**config.mk**
```make
export PLATFORM = sky130hd
export DESIGN_NAME = custom_stage_ctrl
export DESIGN_NICKNAME = d
export VERILOG_FILES = /design/src/rtl/custom_stage_ctrl.sv
export SDC_FILE = /design/constraint.sdc
export NUM_CORES = 1
export LEC_CHECK = 0
export CAP_MARGIN = 40
export CORE_MARGIN = 5
export CORE_UTILIZATION = 51
export DETAILED_ROUTE_END_ITERATION = 16
export PLACE_DENSITY_LB_ADDON = 0.3
export SLEW_MARGIN = 15
export SYNTH_ARGS = -nofsm -noshare
export SYNTH_HDL_FRONTEND = slang
export SYNTH_SLANG_ARGS = --single-unit
```
**constraint.sdc**
```tcl
create_clock -name clk -period 2.15 [get_ports clk]
set_input_delay 0.215 -clock clk [delete_from_list [all_inputs] [get_ports clk]]
set_output_delay 0.215 -clock clk [all_outputs]
set_load 0.02 [all_outputs]
```
**src/rtl/custom_stage_ctrl.sv**
```systemverilog
// Stage sequencer for the custom accelerator datapath: steps a stage count
// through 0..LAST_STAGE with stall/abort handling and a start/done handshake.
//
// state | meaning
// IDLE  | waiting for start; cnt parked at 0
// RUN   | stepping stages, cnt held while stalled
// DONE  | run complete, done held until done_ack
module custom_stage_ctrl #(
    parameter int CNT_W      = 5,
    parameter int LAST_STAGE = 25,
    parameter int PERF_W     = 16
) (
    input  logic              clk,
    input  logic              rst_n,
    input  logic              start_i,
    input  logic              stall_i,
    input  logic              abort_i,
    input  logic              done_ack_i,
    output logic [CNT_W-1:0]  cnt_o,
    output logic              stage_valid_o,
    output logic              first_o,
    output logic              last_o,
    output logic              busy_o,
    output logic              done_o,
    output logic [PERF_W-1:0] stall_cnt_o
);

    localparam logic [1:0] ST_IDLE = 2'd0;
    localparam logic [1:0] ST_RUN  = 2'd1;
    localparam logic [1:0] ST_DONE = 2'd2;

    localparam logic [CNT_W-1:0]  CNT_LAST  = CNT_W'(LAST_STAGE);
    localparam logic [PERF_W-1:0] STALL_MAX = '1;

    logic [1:0]        state_q, state_d;
    logic [CNT_W-1:0]  cnt_q, cnt_d;
    logic [PERF_W-1:0] stall_cnt_q, stall_cnt_d;
    logic              valid_q, valid_d;
    logic              first_q, first_d;
    logic              last_q, last_d;
    logic              busy_q, busy_d;
    logic              done_q, done_d;

    always_comb begin
        state_d     = state_q;
        cnt_d       = cnt_q;
        stall_cnt_d = stall_cnt_q;
        valid_d     = 1'b0;

        // Abort wins over everything; the perf counter is kept for post-mortem.
        if (abort_i) begin
            state_d = ST_IDLE;
            cnt_d   = '0;
        end else begin
            case (state_q)
                ST_IDLE: begin
                    cnt_d = '0;
                    if (start_i) begin
                        state_d     = ST_RUN;
                        stall_cnt_d = '0;
                        valid_d     = !stall_i;
                    end
                end
                ST_RUN: begin
                    if (stall_i) begin
                        if (stall_cnt_q != STALL_MAX) begin
                            stall_cnt_d = stall_cnt_q + 1'b1;
                        end
                    end else if (cnt_q == CNT_LAST) begin
                        state_d = ST_DONE;
                        cnt_d   = '0;
                    end else begin
                        cnt_d   = cnt_q + 1'b1;
                        valid_d = 1'b1;
                    end
                end
                ST_DONE: begin
                    cnt_d = '0;
                    if (done_ack_i) begin
                        if (start_i) begin
                            state_d     = ST_RUN;
                            stall_cnt_d = '0;
                            valid_d     = !stall_i;
                        end else begin
                            state_d = ST_IDLE;
                        end
                    end
                end
                default: begin
                    state_d = ST_IDLE;
                    cnt_d   = '0;
                end
            endcase
        end
    end

    // Qualifiers come from next-state values so they line up with cnt_q.
    always_comb begin
        first_d = valid_d && (cnt_d == '0);
        last_d  = valid_d && (cnt_d == CNT_LAST);
        busy_d  = (state_d == ST_RUN);
        done_d  = (state_d == ST_DONE);
    end

    always_ff @(posedge clk or negedge rst_n) begin
        if (!rst_n) begin
            state_q     <= ST_IDLE;
            cnt_q       <= '0;
            stall_cnt_q <= '0;
            valid_q     <= 1'b0;
            first_q     <= 1'b0;
            last_q      <= 1'b0;
            busy_q      <= 1'b0;
            done_q      <= 1'b0;
        end else begin
            state_q     <= state_d;
            cnt_q       <= cnt_d;
            stall_cnt_q <= stall_cnt_d;
            valid_q     <= valid_d;
            first_q     <= first_d;
            last_q      <= last_d;
            busy_q      <= busy_d;
            done_q      <= done_d;
        end
    end

    assign cnt_o         = cnt_q;
    assign stage_valid_o = valid_q;
    assign first_o       = first_q;
    assign last_o        = last_q;
    assign busy_o        = busy_q;
    assign done_o        = done_q;
    assign stall_cnt_o   = stall_cnt_q;

endmodule

```
Word-level counts from Yosys, hierarchy flattened
Cells that the tools add are included.
{ "totals": {"register_bits": 28, "memories": 0, "word_cells": 50, "latchBits": 0, "romBits": 0, "input_bits": 6, "mem_bits_rw": 0} }
{ "op_classes": {"eq_ne": 10, "reduce_logical": 7, "n_div": 0, "shift": 0, "muxes": 22, "magnitude_cmp": 0, "n_mul": 0, "bitwise": 1, "add_sub_neg": 2} }
{ "ops": {"columns": ["op", "n"], "rows": [
  ["2-to-1 mux 16 bit", 4],
  ["case mux 16 bit (3 select lines)", 1],
  ["2-to-1 mux 5 bit", 4],
  ["adder 16 x 1 -> 16 bit, second input constant", 1],
  ["!= test 16 bit, second input constant", 1],
  ["equality test 5 bit, second input constant", 2],
  ["2-to-1 mux 2 bit", 5],
  ["2-to-1 mux 1 bit", 6],
  ["!= test 2 bit, second input constant", 3],
  ["case mux 2 bit (3 select lines)", 1],
  ["adder 5 x 1 -> 5 bit, second input constant", 1],
  ["zero test 5 bit", 1],
  ["AND reduction 5 bit", 1],
  ["equality test 2 x 1 -> 1 bit, second input constant", 2],
  ["equality test 2 bit, second input constant", 2],
  ["case mux 1 bit (3 select lines)", 1],
  ["nonzero test 3 bit", 1],
  ["logical AND 1 bit", 2],
  ["zero test 2 bit", 1],
  ["zero test 1 bit", 1],
  ["NOT 1 bit", 1]
]} }

Longest topological paths before layout
Gate-level depths: netlist of the first run.
{ "depth": {"word_depth": 7, "depth_mapped": 7} }

Worst setup path before layout of the first run
OpenSTA, ideal clock, no wires.
{ "synth_path": {"path_type": "reg2reg", "from": "register stall_cnt_q[0] (netlist: stall_cnt_o[0])", "to": "register stall_cnt_q[13] (netlist: stall_cnt_o[13])", "setup_ns": 0.121, "synth_period_minus_slack_ns": 1.845, "stages_incl_launch_ff": 7, "arrival_ns": 1.724, "path_buffers": 1, "setup_slack_ns": 0.305, "required_time_ns": 2.029, "path_cell_list": "dfrtp_1 -> ha_1 -> nand4_2 -> or2_0 -> buf_6 -> o311a_1 -> a2bb2oi_1"} }
{ "synth_between": {"elab_chain_len": 4, "word_cells_on_any_way": 7, "cone_classes": "1 x add/sub; 2 x eq/ne; 3 x mux; 1 x reduce/logical"} }
{ "synth_rtl": {"columns": ["item", "line", "source"], "rows": [
  ["start: declaration", "37", "logic [PERF_W-1:0] stall_cnt_q, stall_cnt_d;"],
  ["start signal: assignment", "118", "stall_cnt_q <= stall_cnt_d;"],
  ["adder 16 x 1 -> 16 bit", "67", "stall_cnt_d = stall_cnt_q + 1'b1;"],
  ["2-to-1 mux 16 bit", "66", "if (stall_cnt_q != STALL_MAX) begin"],
  ["2-to-1 mux 16 bit", "65", "if (stall_i) begin"],
  ["case mux 16 bit (3 select lines)", "55", "case (state_q)"]
]} }
Parallel ways exist; a longest one is shown, timed or not. The select of a mux whose other input is x is not followed.
A chain may end at the register's enable or synchronous reset.

Worst setup path in the final report of the first run
{ "layout_path": {"from": "register stall_cnt_q[1] (netlist: stall_cnt_o[1])", "to": "register stall_cnt_q[13] (netlist: stall_cnt_o[13])"} }
The elaborated chain is that of the path after synthesis.

==> results of run 1 <==
==> cells in the mapped netlist, types with 4 or more instances <==
library cell / count / area (um2)
a21oi_1: 7 / 35.0
a2bb2oi_1: 4 / 35.0
a31oi_1: 6 / 37.5
and4_1: 4 / 35.0
dfrtp_1: 28 / 701
inv_1: 10 / 37.5
nand2_1: 9 / 33.8
nand3_1: 8 / 40.0
nor2_1: 12 / 45.0
nor3_1: 6 / 30.0
o211ai_1: 4 / 30.0
o21a_1: 4 / 30.0
o21ai_0: 6 / 30.0
==> cell type report <==
class | count | area (um2)
clock buffers | 3 | 22.5
multi-input cells | 122 | 843
repair buffers | 39 | 370
well taps | 44 | 55.1
inverters | 10 | 37.5
fillers | 250 | 1020
clock inverters | 1 | 30.0
flip-flops and latches | 28 | 701
==> critical path: cells and delay by family, from the launching register on <==
kind	cells	cell delay, ns
AO/OA/AOI/OAI	2	0.51
adder cells (fa/ha/maj)	1	0.27
flip-flops	1	0.46
AND/OR/NAND/NOR	2	0.52
==> logic make-up (layout without fill, tap and decap cells) <==
group | Yosys count | in the layout | synth area share
buffers and inverters | 18 | 53 | 0.0602
DFF | 28 | 28 | 0.427
muxes | 3 | 3 | 0.0183
xor gates and xnor gates | 3 | 3 | 0.0160
AOI/OAI and AO/OA | 50 | 50 | 0.225
and+or+nand+nor | 63 | 63 | 0.231
adders and majority gates | 3 | 3 | 0.0229
==> through the flow <==
| stage | total power [uW] | hold WS (ns) | instance area [um2] |
|---|---|---|---|
| after floorplan | 869 | -0.0806 | 1640 |
| after global placement | 1040 | 0.540 | 2010 |
| after detailed placement | 1060 | 0.548 | 2010 |
| after CTS | 1410 | 0.237 | 2060 |
| after global routing | 1460 | 0.254 | 2060 |
| final | 1400 | 0.227 | 2060 |
==> power by group through the flow <==
| stage | clock network (uW) | registers (uW) | logic [uW] |
|---|---|---|---|
| after floorplan | 0 | 729 | 140 |
| after global placement | 0 | 669 | 373 |
| after detailed placement | 0 | 675 | 381 |
| after CTS | 359 | 666 | 383 |
| after global routing | 375 | 678 | 405 |
| final | 349 | 670 | 379 |
==> path summary, 6_finish.rpt <==
kind | slack [ns] | to | start | depth (start not counted)
worst max register to register | 0.30 | stall_cnt_o[13] | stall_cnt_o[1] | 5
max in group asynchronous | 1.64 | stall_cnt_o[11] | rst_n | 2
worst max-delay path | 0.30 | stall_cnt_o[13] | stall_cnt_o[1] | 5
worst min register to register | 0.57 | stall_cnt_o[12] | stall_cnt_o[12] | 1
worst min-delay path | 0.23 | state_q[0] | rst_n | 2
min in group clk | 0.57 | stall_cnt_o[12] | stall_cnt_o[12] | 1
==> routing by layer <==
metal | global-route usage | up-vias | part of all wire
li1 | - | 703 | -
met1 | 0.249 | 712 | 0.43
met2 | 0.316 | 73 | 0.48
met3 | 0.0388 | 7 | 0.081
met4 | 0.0558 | 0 | 0.012
met5 | 0 | - | 0
==> state kept, by name, indices dropped and copies added, names as in the netlist <==
name / cells
busy_o: 1
last_o: 1
first_o: 1
stall_cnt_o: 16
stage_valid_o: 1
cnt_o: 5
state_q: 2
done_o: 1
==> impl_metrics.tcl, run 1 <==
set metrics [dict create \
    netSwitchingPower_uw 449 \
    power_frac_comb 0.271 \
    post-place-ws_ns 0.199 \
    grt_max_degree 29 \
    clk_latency_ns 0.33 \
    postCtsResizedCells 0 \
    end_kind "flop" \
    ctsHoldBuffers 0 \
    syn_nets 177 \
    drc 0 \
    cap_violations 0 \
    min_path_type "in2async" \
    final_cell_mix "31 x clkdlybuf4s50_1, 28 x dfrtp_1, 12 x nor2_1" \
    synthCells 168 \
    io_buffers 31 \
    seq_power_share 0.479 \
    critPathMaxStageDelay_ns 0.46 \
    via_count 1495 \
    max_freq_mhz 539 \
    vias_per_cell 6.05 \
    cp_max_fo 7 \
    clkTransAtPathRegs_ns 0.16 \
    worst_clock_skew_ns 0.0112 \
    drt_iter0_drc 164 \
    power_density_nw_per_um2 679 \
    sw_frac_of_total 0.321 \
    required_ns 2.39 \
    rows 20 \
    grt_pass1_wl_um 6560 \
    period_minus_slack_ns 1.85 \
    power_frac_clock 0.250 \
    drv_slew 0 \
    slew_headroom 0.646 \
    vdd_drop_max_mv 0.400 \
    layout_commonest_cell "clkdlybuf4s50_1" \
    fin_util 0.669 \
    cts_tree "done" \
    overflow 0 \
    area_growth_pct 25.4 \
    antenna_cells 0 \
    worstSetupStartpointType "flop" \
    first_pass_iters 4 \
    path_class "reg2reg" \
    cp_slowest_cell "dfrtp_1" \
    setup_ws_ns 0.295 \
    ys.flop_type "dfrtp_1" \
    tightestPinTransition_ns 0.527 \
    arrival_ns 2.09 \
    track_usage 0.190 \
    dieArea_um2 4460 \
    yosysUniqueCellTypes 51 \
    dp_hpwl_um 2880 \
    crit_chain "ha_1 -> nand4_2 -> or2_0 -> o311a_1 -> a2bb2oi_1" \
    synth_edf_count 0 \
    cts_sinks 28 \
    htreeDepth 1 \
    status "completed" \
    wl_per_cell_um 16.1 \
    ys_seq_area_frac 0.427 \
    antenna_left 0 \
    netlist_area_um2 1640 \
    setup_tns_ns 0 \
    p_int_uw 949 \
    die_h_um 66.8 \
    syn-mean-instance-area_um2 9.78 \
    clock_path_buffers 2 \
    synth_warnings 0 \
    instances_no_fill 247 \
    cts_setup_buffers 0 \
    cts-buffers-inserted 3 \
    ios 32 \
    globalplace.congestion 0.901 \
    dpl.cell_count 243 \
    period_share 0.863 \
    fin_nets 213 \
    core_area_um2 3080 \
    drt-total-wl_um 3990 \
    die_width_um 66.8 \
    start_util 0.534 \
    drive_gt1_frac 0.108 \
    p_leak_uw 0.000796 \
    antenna_found_initial 0 \
    grt_pass1_vias 1416 \
    rsz0062_at_grt "no" \
    finalHoldViolCount 0 \
    ys_ff_latch 28 \
    synthArstFlopShare 1.00 \
    setup_viol 0 \
    root_buffer "clkbuf_4" \
]
Power figures use the tool's default switching activity.
==> run 2: changes to the inputs <==
Settings changed: SLEW_MARGIN 15 to 5.
==> results of run 2 <==
No change in the layout: final DEF, timing and power equal those of run 1.
==> edit 1, RTL diff (config.mk and constraints of run 1) <==
Put one more register stage on the output `cnt_o`, with the module's reset. The value now appears one clock later. The other outputs are not delayed to match.
--- a/src/rtl/custom_stage_ctrl.sv
+++ b/src/rtl/custom_stage_ctrl.sv
@@ -124,7 +124,13 @@
         end
     end
 
-    assign cnt_o         = cnt_q;
+    always_ff @(posedge clk or negedge rst_n) begin
+        if (!rst_n) begin
+            cnt_o <= '0;
+        end else begin
+            cnt_o <= cnt_q;
+        end
+    end
     assign stage_valid_o = valid_q;
     assign first_o       = first_q;
     assign last_o        = last_q;
Behaviour: not the same (Yosys sat finds a counterexample within 4 cycles, from zero or initial values and one cycle with rst_n low).
==> edit 1 against run 1 <==
Sequential cell count rose by 5; critical path type unchanged; non-clock buffer count did not move; worst setup slack got worse by 0.10 ns; critical endpoint is now stall_cnt_o[12]; cell area rose by 9.2%; power rose by 15%; synthesized area rose by 8.1%; wire length rose by 8.6%; synthesized cell count rose by 7.1%.
==> edit 1: results (changes against run 1) <==
Initial DRT Pass Iterations -> 4 (unchanged)
Xor and xnor area share after synthesis -> 0.987% (-0.61 points)
Nets -> 227 (+6.6%)
Slew Limit Headroom -> 68.8% (+4.2 points)
Clock slew at reported path FFs -> 0.11 ns (-0.05 ns)
Gr usage total -> 19.3% (+0.29 points)
Delay-heaviest family, CP -> simple AND/OR/NAND/NOR gates
Final Wtd Congestion -> 0.934 (+3.6%)
Syn nets -> 189 (+6.8%)
Vias in the first global route -> 1543 (+9.0%)
Top cells by area, synth -> dfrtp_1 (47%), nand2_1 (4.2%), a31oi_1 (2.5%)
Largest net degree at the start of global routing -> 34 (+17%)
R2r startpoint -> stall_cnt_o[0]
Sequential cell area fraction in the yosys report -> 46.5% (+3.9 points)
Adder-cell share of the synthesized area -> 2.11% (-0.17 points)
Share of layout cells above drive strength 1 -> 11.4% (+0.58 points)
Initial drt markers -> 160 (-2.4%)
Total number of vias -> 1610 (+7.7%)
Yosys warns -> 0 (unchanged)
Worst-path fanout max -> 6 (-1)
Pleak -> 0.912 nW (+15%)
RR Endpoint -> stall_cnt_o[12]
R2r setup slk -> 0.19 ns (-0.10 ns)
Slowest CP cell -> or4_4
Layout Skew -> 0.0127 ns (+0.00158 ns)
Avg WL per Cell -> 16.3 um (+1.2%)
Inserted Clock Buffers -> 5 (+2)
Most frequent cells after synthesis -> dfrtp_1 (33), nand2_1 (20), inv_1 (11)
R2R depth -> 5 (unchanged)
Unique masters post-synth -> 54 (+5.9%)
Max IR drop VDD -> 0.000465 V (+16%)
Synth Area in Compound Gates -> 20.2% (-2.3 points)
Sw Ratio -> 31.6% (-0.49 points)
Post-CTS Resized -> 0 (unchanged)
Clock root buffer -> clkbuf_4
Setup Fix Bufs, Post-CTS -> 0 (unchanged)
Status -> finished, final reports clean
Pre-CTS setup slack -> 0.224 ns (+0.0251 ns)
Number of port buffers -> 31 (unchanged)
Max reg flops -> 16 (unchanged)
Tightest Hold Check Type -> in -> async
Global-route wire length before repair -> 7510 um (+15%)
H-tree depth -> 2 (+1)
Worst Path Arrival -> 2.22 ns (+0.13 ns)
Clock Latency Late Sink -> 0.34 ns
Post-synthesis mux area share -> 1.69% (-0.14 points)
Dpl hpwl -> 3130 um (+8.5%)
Post-synth ARST share -> 100% (unchanged)
Largest stage delay, worst path -> 0.58 ns (+0.12 ns)
Max clock buf depth -> 2 (unchanged)
Initial antenna violation count -> 0 (unchanged)
# diodes -> 0 (unchanged)
edit 1: cell count changes in the layout (fill, tap and decap cells not counted), sizes merged, moves of 3 or more:
cell | run 1 | this run
nor2 | 13 | 8
dfrtp | 28 | 33
and3 | 1 | 4
nand2 | 9 | 20
o311ai | 0 | 3
o31ai | 0 | 4
o22ai | 0 | 4
a2bb2oi | 4 | 1
nor3 | 7 | 2
o21a | 4 | 0
a2111oi | 0 | 4
edit 1: worst max path at each step:
stage                        start              end  slack (ns)  cells past startpoint
detailed placement  stall_cnt_o[0]  stall_cnt_o[12]        0.22                      5
global placement           start_i  stall_cnt_o[10]        0.25                      5
finish              stall_cnt_o[0]  stall_cnt_o[12]        0.19                      5
floorplan           stall_cnt_o[0]  stall_cnt_o[12]        0.23                      5
global route        stall_cnt_o[0]  stall_cnt_o[12]        0.07                      5
CTS                 stall_cnt_o[0]  stall_cnt_o[12]        0.19                      5
edit 1: power by group through the flow:
stage | Sequential, W | Clock [W] | Combinational (W)
6_report | 0.000755 | 0.000473 | 0.000373
5_1_grt | 0.000769 | 0.000502 | 0.000405
4_1_cts | 0.000755 | 0.000479 | 0.000374
3_5_place_dp | 0.000767 | 0 | 0.000371
3_3_place_gp | 0.000761 | 0 | 0.000368
2_1_floorplan | 0.000814 | 0 | 0.000137
edit 1: layer usage:
metal	vias to the layer above	share of wire [%]	global-route usage [%]	routed length, um
met2	57	44	28.5	1900
met4	0	2.3	7.59	99
met3	9	6.6	6.10	286
met1	775	47	26.3	2040
li1	769	-	-	-
met5	-	0	0	0
edit 1: worst reg2reg max path: cells and delay by family (launching register included):
family                     cells  cell delay, ns
DFF                            1            0.46
and+or+nand+nor                2            0.75
adders and majority gates      1            0.28
AOI/OAI and AO/OA              2            0.39
edit 1: stage by stage:
stage / area [um^2] / hold slack [ns] / total power [W] / cells
finish: 2250 / 0.249 / 0.00160 / 265
global placement: 2160 / 0.438 / 0.00113 / 257
CTS: 2250 / 0.257 / 0.00161 / 265
detailed placement: 2160 / 0.445 / 0.00114 / 257
global route: 2250 / 0.285 / 0.00168 / 265
floorplan: 1780 / -0.0806 / 0.000952 / 180
edit 1: layout make-up:
| type | instances | area (um^2) |
|---|---|---|
| flip-flops and latches | 33 | 826 |
| clock inverters | 3 | 46.3 |
| inverters | 11 | 41.3 |
| repair buffers | 39 | 370 |
| well taps | 46 | 57.6 |
| fillers | 277 | 1110 |
| clock buffers | 5 | 37.5 |
| multi-input cells | 128 | 870 |
edit 1: kinds of logic (layout without fill, tap and decap cells):
kind of cell | Yosys count | in the layout
muxes | 3 | 3
adders and majority gates | 3 | 3
xor gates and xnor gates | 2 | 2
AOI/OAI and AO/OA | 49 | 49
buffers and inverters | 19 | 58
and+or+nand+nor | 71 | 71
DFF | 33 | 33
==> edit 2, RTL diff (config.mk and constraints of run 1) <==
Made on the original files. `LAST_STAGE`: 25 -> 12.
--- a/src/rtl/custom_stage_ctrl.sv
+++ b/src/rtl/custom_stage_ctrl.sv
@@ -7,7 +7,7 @@
 // DONE  | run complete, done held until done_ack
 module custom_stage_ctrl #(
     parameter int CNT_W      = 5,
-    parameter int LAST_STAGE = 25,
+    parameter int LAST_STAGE = 12,
     parameter int PERF_W     = 16
 ) (
     input  logic              clk,
Behaviour: same outputs for any inputs over 10 cycles, from zero or initial values and one cycle with rst_n low; that may be too few to reach the edited logic, so the function may still have changed.
==> edit 2 against run 1 <==
Via count down 11%; hold slack better by 0.014 ns; synthesized cell count down 5.4%; global-route usage down 1.6 points; utilization up 2.1 points; non-clock buffer count down 2; worst setup slack worse by 0.0099 ns; sequential share of layout area up 2.5 points; wire length down 14%; sequential cell count unchanged; cell area down 6.8%; critical path type unchanged; synthesized area down 8.5%.
Power is not compared: it rests on default switching activity, and its combinational part moved more than twofold at a synthesized area within 25%.
==> edit 2: results (changes against run 1) <==
Initial DRT Pass Iterations -> 5 (+1)
Global-route wire length before repair -> 5960 um (-9.1%)
Top_reg_cell synth -> dfrtp_1
DR vias/cell -> 5.95 (-1.8%)
Gr usage total -> 17.4% (-1.6 points)
Unique masters post-synth -> 39 (-24%)
Setup Fix Bufs, Post-CTS -> 0 (unchanged)
Pleak -> 0.825 nW
Syn nets -> 168 (-5.1%)
Layout Skew -> 0.00888 ns (-0.00227 ns)
Total number of vias -> 1338 (-11%)
Most frequent cells after synthesis -> dfrtp_1 (28), o21ai_0 (19), nor2_1 (17)
R2R depth -> 6 (+1)
DP Area -> 1870 um^2 (-7.0%)
Final Wtd Congestion -> 0.863 (-4.3%)
Slew Limit Headroom -> 75.2% (+11 points)
RR Endpoint -> stall_cnt_o[12]
Grt total ovfl -> 0 (unchanged)
Share of layout cells above drive strength 1 -> 9.28% (-1.6 points)
Nets -> 204 (-4.2%)
Initial antenna violation count -> 0 (unchanged)
CP Launch Point -> stall_cnt_o[0]
Top cells by area, synth -> dfrtp_1 (47%), o21ai_0 (6.3%), o31ai_1 (5.0%)
Status -> finished, final reports clean
R2r startpoint -> stall_cnt_o[0]
Gate count after technology mapping -> 159 (-5.4%)
Initial drt markers -> 62 (-62%)
Vias in the first global route -> 1342 (-5.2%)
Dpl hpwl -> 2570 um (-11%)
Placed insts -> 221 (-9.1%)
Sequential cell area fraction in the yosys report -> 46.6% (+4.0 points)
Max reg flops -> 16 (unchanged)
Avg WL per Cell -> 15.3 um (-5.3%)
edit 2: cell count changes after synthesis, sizes merged, moves of 4 or more:
cell,run 1,this run
a2bb2oi,4,0
nor2,13,18
o211ai,4,0
o31ai,0,10
o21ai,8,20
nor3,7,1
inv,10,5
edit 2: metal layers:
metal / global-route usage, % / up-vias / share of wire [%]
met5: 0 / - / 0
met4: 5.09 / 0 / 1.3
met3: 3.33 / 6 / 5.0
met2: 30.8 / 38 / 50
met1: 21.2 / 646 / 43
li1: - / 648 / -
edit 2: power by group through the flow:
stage	sequential, W	clock, W	combinational (W)
CTS	0.000550	0.000344	0.000127
global route	0.000552	0.000372	0.000140
floorplan	0.000570	0	0.0000570
detailed placement	0.000559	0	0.000126
global placement	0.000558	0	0.000123
finish	0.000549	0.000336	0.000126
edit 2: worst min-delay path by stage:
stage / from / to / slack, ns / cells after the start
2_1_floorplan: rst_n / busy_o / -0.08 / 0
3_3_place_gp: stall_cnt_o[14] / stall_cnt_o[14] / 0.50 / 1
3_5_place_dp: stall_cnt_o[14] / stall_cnt_o[14] / 0.50 / 1
4_1_cts: rst_n / stall_cnt_o[8] / 0.25 / 2
5_1_grt: rst_n / stall_cnt_o[6] / 0.26 / 2
6_report: rst_n / stall_cnt_o[8] / 0.24 / 2
edit 2: area by class of cell:
cell class | instances | area (um^2)
fillers | 226 | 862
well taps | 31 | 38.8
repair buffers | 37 | 355
multi-input cells | 120 | 753
clock buffers | 3 | 22.5
flip-flops and latches | 28 | 701
inverters | 5 | 18.8
clock inverters | 1 | 30.0
edit 2: logic make-up (layout without fill, tap and decap cells):
kind of cell	count (synthesis)	in the layout	share of synthesized area, %
buf+inv	11	46	3.25
compound gates	47	47	18.9
flops	28	28	46.6
xor+xnor	3	3	1.75
simple gates	66	66	26.2
fa+ha+maj	3	3	2.50
mux	1	1	0.749
edit 2: through the flow:
| stage | hold slack, ns | utilization, % | setup WS (ns) |
|---|---|---|---|
| floorplan | -0.0806 | - | 0.364 |
| global placement | 0.496 | 67.1 | 0.340 |
| detailed placement | 0.495 | 67.1 | 0.283 |
| CTS | 0.245 | 69.0 | 0.299 |
| global route | 0.256 | 69.0 | 0.167 |
| finish | 0.241 | 69.0 | 0.286 |
